--- src/rtl/pc_sequencer.sv ---
// ---------------------------------------------------------------------------
// pc_sequencer
//
// Multi-cycle program sequencer for the single-issue datapath. It owns the
// program counter, steps through instructions, stalls loads and stores for
// the data-memory latency, resolves taken branches and stops on halt.
//
// Parameters
//   PCW      program counter width (instruction memory depth 2**PCW)
//   MEM_LAT  extra wait cycles for a load/store (0..7); 0 = single-cycle memory
//   CNTW     width of the cycle and instruction performance counters
//
// Ports
//   Clk        in   clock, all state updates on the rising edge
//   Reset      in   synchronous active-high reset, overrides every other input
//   Start      in   begin execution at StartAddr (only from IDLE or HALTED)
//   StartAddr  in   first instruction address
//   Branch     in   current instruction is a conditional branch
//   BrTaken    in   ALU branch condition for the current instruction
//   Target     in   absolute branch target for the current instruction
//   Halt       in   current instruction is a halt
//   MemtoReg   in   current instruction is a load
//   MemWrite   in   current instruction is a store
//   ProgCtr    out  address of the current instruction (registered)
//   Commit     out  current instruction retires this cycle (combinational);
//                   gates the register-file and data-memory write enables
//   Busy       out  sequencer is in EXEC or MEMWAIT
//   Done       out  sequencer is in HALTED
//   CycleCnt   out  cycles spent in EXEC/MEMWAIT since the last Start
//   InstrCnt   out  committed instructions since the last Start (halt excluded)
// ---------------------------------------------------------------------------
module pc_sequencer #(
  parameter int PCW     = 10,
  parameter int MEM_LAT = 2,
  parameter int CNTW    = 16
) (
  input  logic            Clk,
  input  logic            Reset,
  input  logic            Start,
  input  logic [PCW-1:0]  StartAddr,
  input  logic            Branch,
  input  logic            BrTaken,
  input  logic [PCW-1:0]  Target,
  input  logic            Halt,
  input  logic            MemtoReg,
  input  logic            MemWrite,
  output logic [PCW-1:0]  ProgCtr,
  output logic            Commit,
  output logic            Busy,
  output logic            Done,
  output logic [CNTW-1:0] CycleCnt,
  output logic [CNTW-1:0] InstrCnt
);

  typedef enum logic [1:0] {
    S_IDLE    = 2'd0,
    S_EXEC    = 2'd1,
    S_MEMWAIT = 2'd2,
    S_HALTED  = 2'd3
  } state_e;

  // A memory op with MEM_LAT extra cycles spends MEM_LAT cycles with the
  // wait counter counting MEM_LAT-1 down to 0 in MEMWAIT after its EXEC cycle.
  localparam bit        HAS_LAT   = (MEM_LAT > 0);
  localparam logic [2:0] WAIT_INIT = HAS_LAT ? 3'(MEM_LAT - 1) : 3'd0;

  state_e          state_q;
  logic [PCW-1:0]  pc_q;
  logic [2:0]      wait_q;
  logic [CNTW-1:0] cyc_q;
  logic [CNTW-1:0] ins_q;

  logic            mem_op;
  logic            commit_c;
  logic [PCW-1:0]  pc_step_d;

  // Performance counters stick at all-ones instead of wrapping.
  function automatic logic [CNTW-1:0] sat_inc(input logic [CNTW-1:0] v);
    return (&v) ? v : v + CNTW'(1);
  endfunction

  assign mem_op = MemtoReg | MemWrite;

  // Address taken on commit; the +1 wraps naturally at 2**PCW.
  assign pc_step_d = (Branch & BrTaken) ? Target : pc_q + PCW'(1);

  // Commit depends only on state, wait counter and the decode inputs, so the
  // write enables it gates see it in the same cycle as the instruction.
  always_comb begin
    commit_c = 1'b0;
    case (state_q)
      S_EXEC:    commit_c = !Halt && !(mem_op && HAS_LAT);
      S_MEMWAIT: commit_c = (wait_q == 3'd0);
      default:   commit_c = 1'b0;
    endcase
  end

  always_ff @(posedge Clk) begin
    if (Reset) begin
      state_q <= S_IDLE;
      pc_q    <= '0;
      wait_q  <= '0;
      cyc_q   <= '0;
      ins_q   <= '0;
    end else begin
      case (state_q)
        S_IDLE, S_HALTED: begin
          if (Start) begin
            pc_q    <= StartAddr;
            wait_q  <= '0;
            cyc_q   <= '0;
            ins_q   <= '0;
            state_q <= S_EXEC;
          end
        end
        S_EXEC: begin
          cyc_q <= sat_inc(cyc_q);
          if (Halt) begin
            // Halt wins over branch and memory flags; PC stays on the halt.
            state_q <= S_HALTED;
          end else if (mem_op && HAS_LAT) begin
            wait_q  <= WAIT_INIT;
            state_q <= S_MEMWAIT;
          end else begin
            ins_q <= sat_inc(ins_q);
            pc_q  <= pc_step_d;
          end
        end
        S_MEMWAIT: begin
          cyc_q <= sat_inc(cyc_q);
          if (wait_q != 3'd0) begin
            wait_q <= wait_q - 3'd1;
          end else begin
            // Decode inputs are re-presented, so a branch carried on a
            // memory op resolves here at its commit.
            ins_q   <= sat_inc(ins_q);
            pc_q    <= pc_step_d;
            state_q <= S_EXEC;
          end
        end
        default: state_q <= S_IDLE;
      endcase
    end
  end

  assign ProgCtr  = pc_q;
  assign Commit   = commit_c;
  assign Busy     = (state_q == S_EXEC) || (state_q == S_MEMWAIT);
  assign Done     = (state_q == S_HALTED);
  assign CycleCnt = cyc_q;
  assign InstrCnt = ins_q;

`ifndef SYNTHESIS
  a_no_commit_idle: assert property (@(posedge Clk)
    (state_q == S_IDLE || state_q == S_HALTED) |-> !commit_c);
  a_busy_done_excl: assert property (@(posedge Clk) !(Busy && Done));
`endif

endmodule

--- config.mk ---
export PLATFORM = sky130hd
export DESIGN_NAME = pc_sequencer
export DESIGN_NICKNAME = d
export VERILOG_FILES = /design/src/rtl/pc_sequencer.sv
export SDC_FILE = /design/constraint.sdc
export NUM_CORES = 1
export LEC_CHECK = 0
export CORE_MARGIN = 1.5
export CORE_UTILIZATION = 52
export CTS_BUF_LIST = sky130_fd_sc_hd__clkbuf_8 sky130_fd_sc_hd__clkbuf_16
export DETAILED_ROUTE_END_ITERATION = 6
export HOLD_SLACK_MARGIN = 0.08
export PLACE_DENSITY = 0.85
export SLEW_MARGIN = 10
export SYNTH_ARGS = -nofsm -noshare
export SYNTH_HDL_FRONTEND = slang
export SYNTH_SLANG_ARGS = --single-unit
--- constraint.sdc ---
create_clock -name Clk -period 4.6 [get_ports Clk]
set_input_delay 0.92 -clock Clk [delete_from_list [all_inputs] [get_ports Clk]]
set_output_delay 0.92 -clock Clk [all_outputs]
set_load 0.05 [all_outputs]
==> metrics.txt <==
Leak=1.22 nW; Final setup violation count=0; horizontal die dimension=74.8 um; CTS hold repair buffers=0; Die Span Y=74.8 um; net switching power=0.000558 W; relative max-transition margin=0.453; largest driver fanout on the critical path=4; Async S/R FF share, synth=0; number of hold violations in the final report=0; critical path class=in2out; master of the slowest instance on the critical path=clkdlybuf4s50_1; Final Hold Slack=0.503 ns; Worst Clk Skew=0.00782 ns; clock share of power=0.251; Cells on Worst Hold Path=2; clock tree buffer depth=2; synthesized area per cell=7.90 um^2; CTS buffer count=5; number of enable-type register cells in the synthesized netlist=0; fraction of met3 tracks used by global routing=0.0509; highest attainable clock frequency=280 MHz; depth of the worst register-to-register path=8; fraction of power spent switching nets=0.396; syn_nets=375; cell types with the largest area share after synthesis=dfxtp_1 (35%), nor2_1 (6.3%), xnor2_1 (5.6%); instance count of the mapped netlist=339; final core area utilization=0.737; Worst R2R Start=state_q[0]; data arrival at the endpoint of the critical path=2.66 ns; result of the run=complete, no violations; final sum of negative setup slack=0 ns; Syn-to-layout area delta=33.3%; most frequent cells in the layout=clkdlybuf4s50_1 (72), dfxtp_1 (47), nor2_1 (45); worst path required time=3.68 ns; via density per instance=5.88; Power per Cell Area=395 mW/mm^2; number of nets with antenna violations after detailed routing=0; share of synthesized area occupied by flip-flops and latches=0.351; Hold Startpoint=InstrCnt[15]; HPWL Detailed=5100 um; global-route met2 utilization=0.446; post-cts sizing count=0; Clock Sink Count=47; combined area of all synthesized cells=0.00268 mm^2; FF-to-FF setup slack=1.76 ns; overflow left after global routing=0; maximum level of the CTS H-tree=2; kind of start point of the critical path=input port; transition at the pin with the smallest max-transition slack=0.818 ns; number of max-cap violations=0; sum of routed wire length over all layers=7100 um; count of pins over their slew limit=0; placer congestion estimate=0.828; Sequential Power Share=0.352; fraction of power consumed by combinational cells=0.397; count of standard-cell rows=25; post-CTS setup-driven buffer insertion count=0; kind of path behind the tightest hold check=reg2reg; final period demand of the worst path=3.58 ns; clock transition at the registers of the reported paths=0.08 ns; final layout net count=440; Int Pwr=0.000852 W; largest area contributor in the netlist=dfxtp_1; maximum number of pins on one net before global-route repair=21; routed via count=2774; commonest non-fill, non-tap cell in the layout=clkdlybuf4s50_1; Starting Density=0.553; number of I/O pins=73; Cell variety after synth=49; port buffer count=72; worst-path cell chain=clkdlybuf4s50_1 > nor2_1 > a32oi_1 > nor2_1 > clkdlybuf4s50_1; global-route usage over all layers=0.261; met1 global-route usage=0.336; area of the core=0.00485 mm^2; RSZ-0062 raised after global routing=no; top_reg_cell synth=dfxtp_1; crit end category=output pin; # diodes=0; Max rail drop VDD=0.201 mV; Yosys Warn Count=0; Endpoint, Worst Hold=InstrCnt[15]; slowest stage delay, CP=0.81 ns; initial antenna violation count=0; number of DRC markers after the initial detailed-route iteration=217; global-route wire length before repair=11400 um; endpoint of the lowest-slack register-to-register path=InstrCnt[4]; TritonCTS clock tree=done; root buffer cell=clkbuf_8; final worst-path cycle share=0.777; remaining routing DRC violations=0; drt wl/cell=15.0 um; ratio of cells with drive above 1 in the final layout=0.0420; Synth Register Bits=47; clock latency reported for the late side of the worst-skew pair=0.30 ns; die area=0.00559 mm^2; detailed-routing iteration count for the pre-antenna-repair pass=5; fraction of synthesized cell area taken by the top area cell type=0.351; most used routing layer in global routing=met2; via count of the first global-routing pass=2488
cell type report:
cell class,count,area (um^2)
tap,67,83.8
inverter,14,52.6
multi-input combinational,261,1620
clock inverter,3,63.8
clock buffer,5,68.8
timing repair buffer,75,743
fill,376,1280
sequential,47,941
synth_stat cells, types with 2 or more instances:
library cell,n
and3_1,5
xnor2_1,17
nand2b_1,2
nand4_1,11
a22oi_1,2
a21oi_1,22
nor4bb_1,2
nor3b_1,4
nor2_1,45
inv_1,14
nor4_1,7
or3_1,6
a21o_1,2
or4_1,2
nand3_1,16
o21ai_0,21
or2_2,2
a221oi_1,2
a31oi_1,2
nand2_1,23
a41o_1,2
a211oi_1,6
and4_1,5
dfxtp_1,47
buf_2,2
clkbuf_1,15
xor2_1,5
nor3_1,17
ha_1,8
nor2b_1,3
a41oi_1,2
o211ai_1,3
worst max-delay path: cells and delay by family:
family | cells | cell delay, ns
compound gates | 1 | 0.13
simple gates | 2 | 0.31
buf+inv | 2 | 1.30
registers in the layout, indices dropped and copies added, names as in the netlist:
register  flops
ProgCtr      10
InstrCnt     16
state_q       2
CycleCnt     16
wait_q        3
cells by family after synthesis:
family | synth area share
and+or+nand+nor | 0.299
AOI/OAI and AO/OA | 0.192
DFF | 0.351
buffers and inverters | 0.0444
xor gates and xnor gates | 0.0719
adders and majority gates | 0.0374
muxes | 0.00374
power groups by stage:
| stage | combinational (W) | clock (W) | sequential (W) |
|---|---|---|---|
| 2_1_floorplan | 0.000280 | 0 | 0.000603 |
| 3_3_place_gp | 0.000539 | 0 | 0.000501 |
| 3_5_place_dp | 0.000551 | 0 | 0.000503 |
| 4_1_cts | 0.000558 | 0.000359 | 0.000494 |
| 5_1_grt | 0.000602 | 0.000379 | 0.000502 |
| 6_report | 0.000560 | 0.000354 | 0.000496 |
stage by stage:
step | power [W] | std cells | setup WS [ns] | area, um^2
global placement | 0.00104 | 464 | 1.11 | 3440
CTS | 0.00141 | 472 | 1.01 | 3570
finish | 0.00141 | 472 | 1.02 | 3570
global route | 0.00148 | 472 | 0.980 | 3570
floorplan | 0.000882 | 339 | 1.88 | 2680
detailed placement | 0.00105 | 464 | 1.02 | 3440
how the worst max path moves through the flow:
stage / start / to / slack (ns)
after detailed placement: MemWrite / Commit / 1.02
after CTS: MemWrite / Commit / 1.01
final: MemWrite / Commit / 1.02
after global routing: MemWrite / Commit / 0.98
after floorplan: state_q[0] / Commit / 1.88
after global placement: MemWrite / Commit / 1.11
per-layer routing:
| metal | routed length (um) | up-vias | share of wire |
|---|---|---|---|
| met5 | 0 | - | 0 |
| met4 | 78 | 0 | 0.011 |
| met3 | 383 | 15 | 0.054 |
| met2 | 3520 | 106 | 0.50 |
| met1 | 3120 | 1298 | 0.44 |
| li1 | - | 1355 | - |
Power figures use the tool's default switching activity.
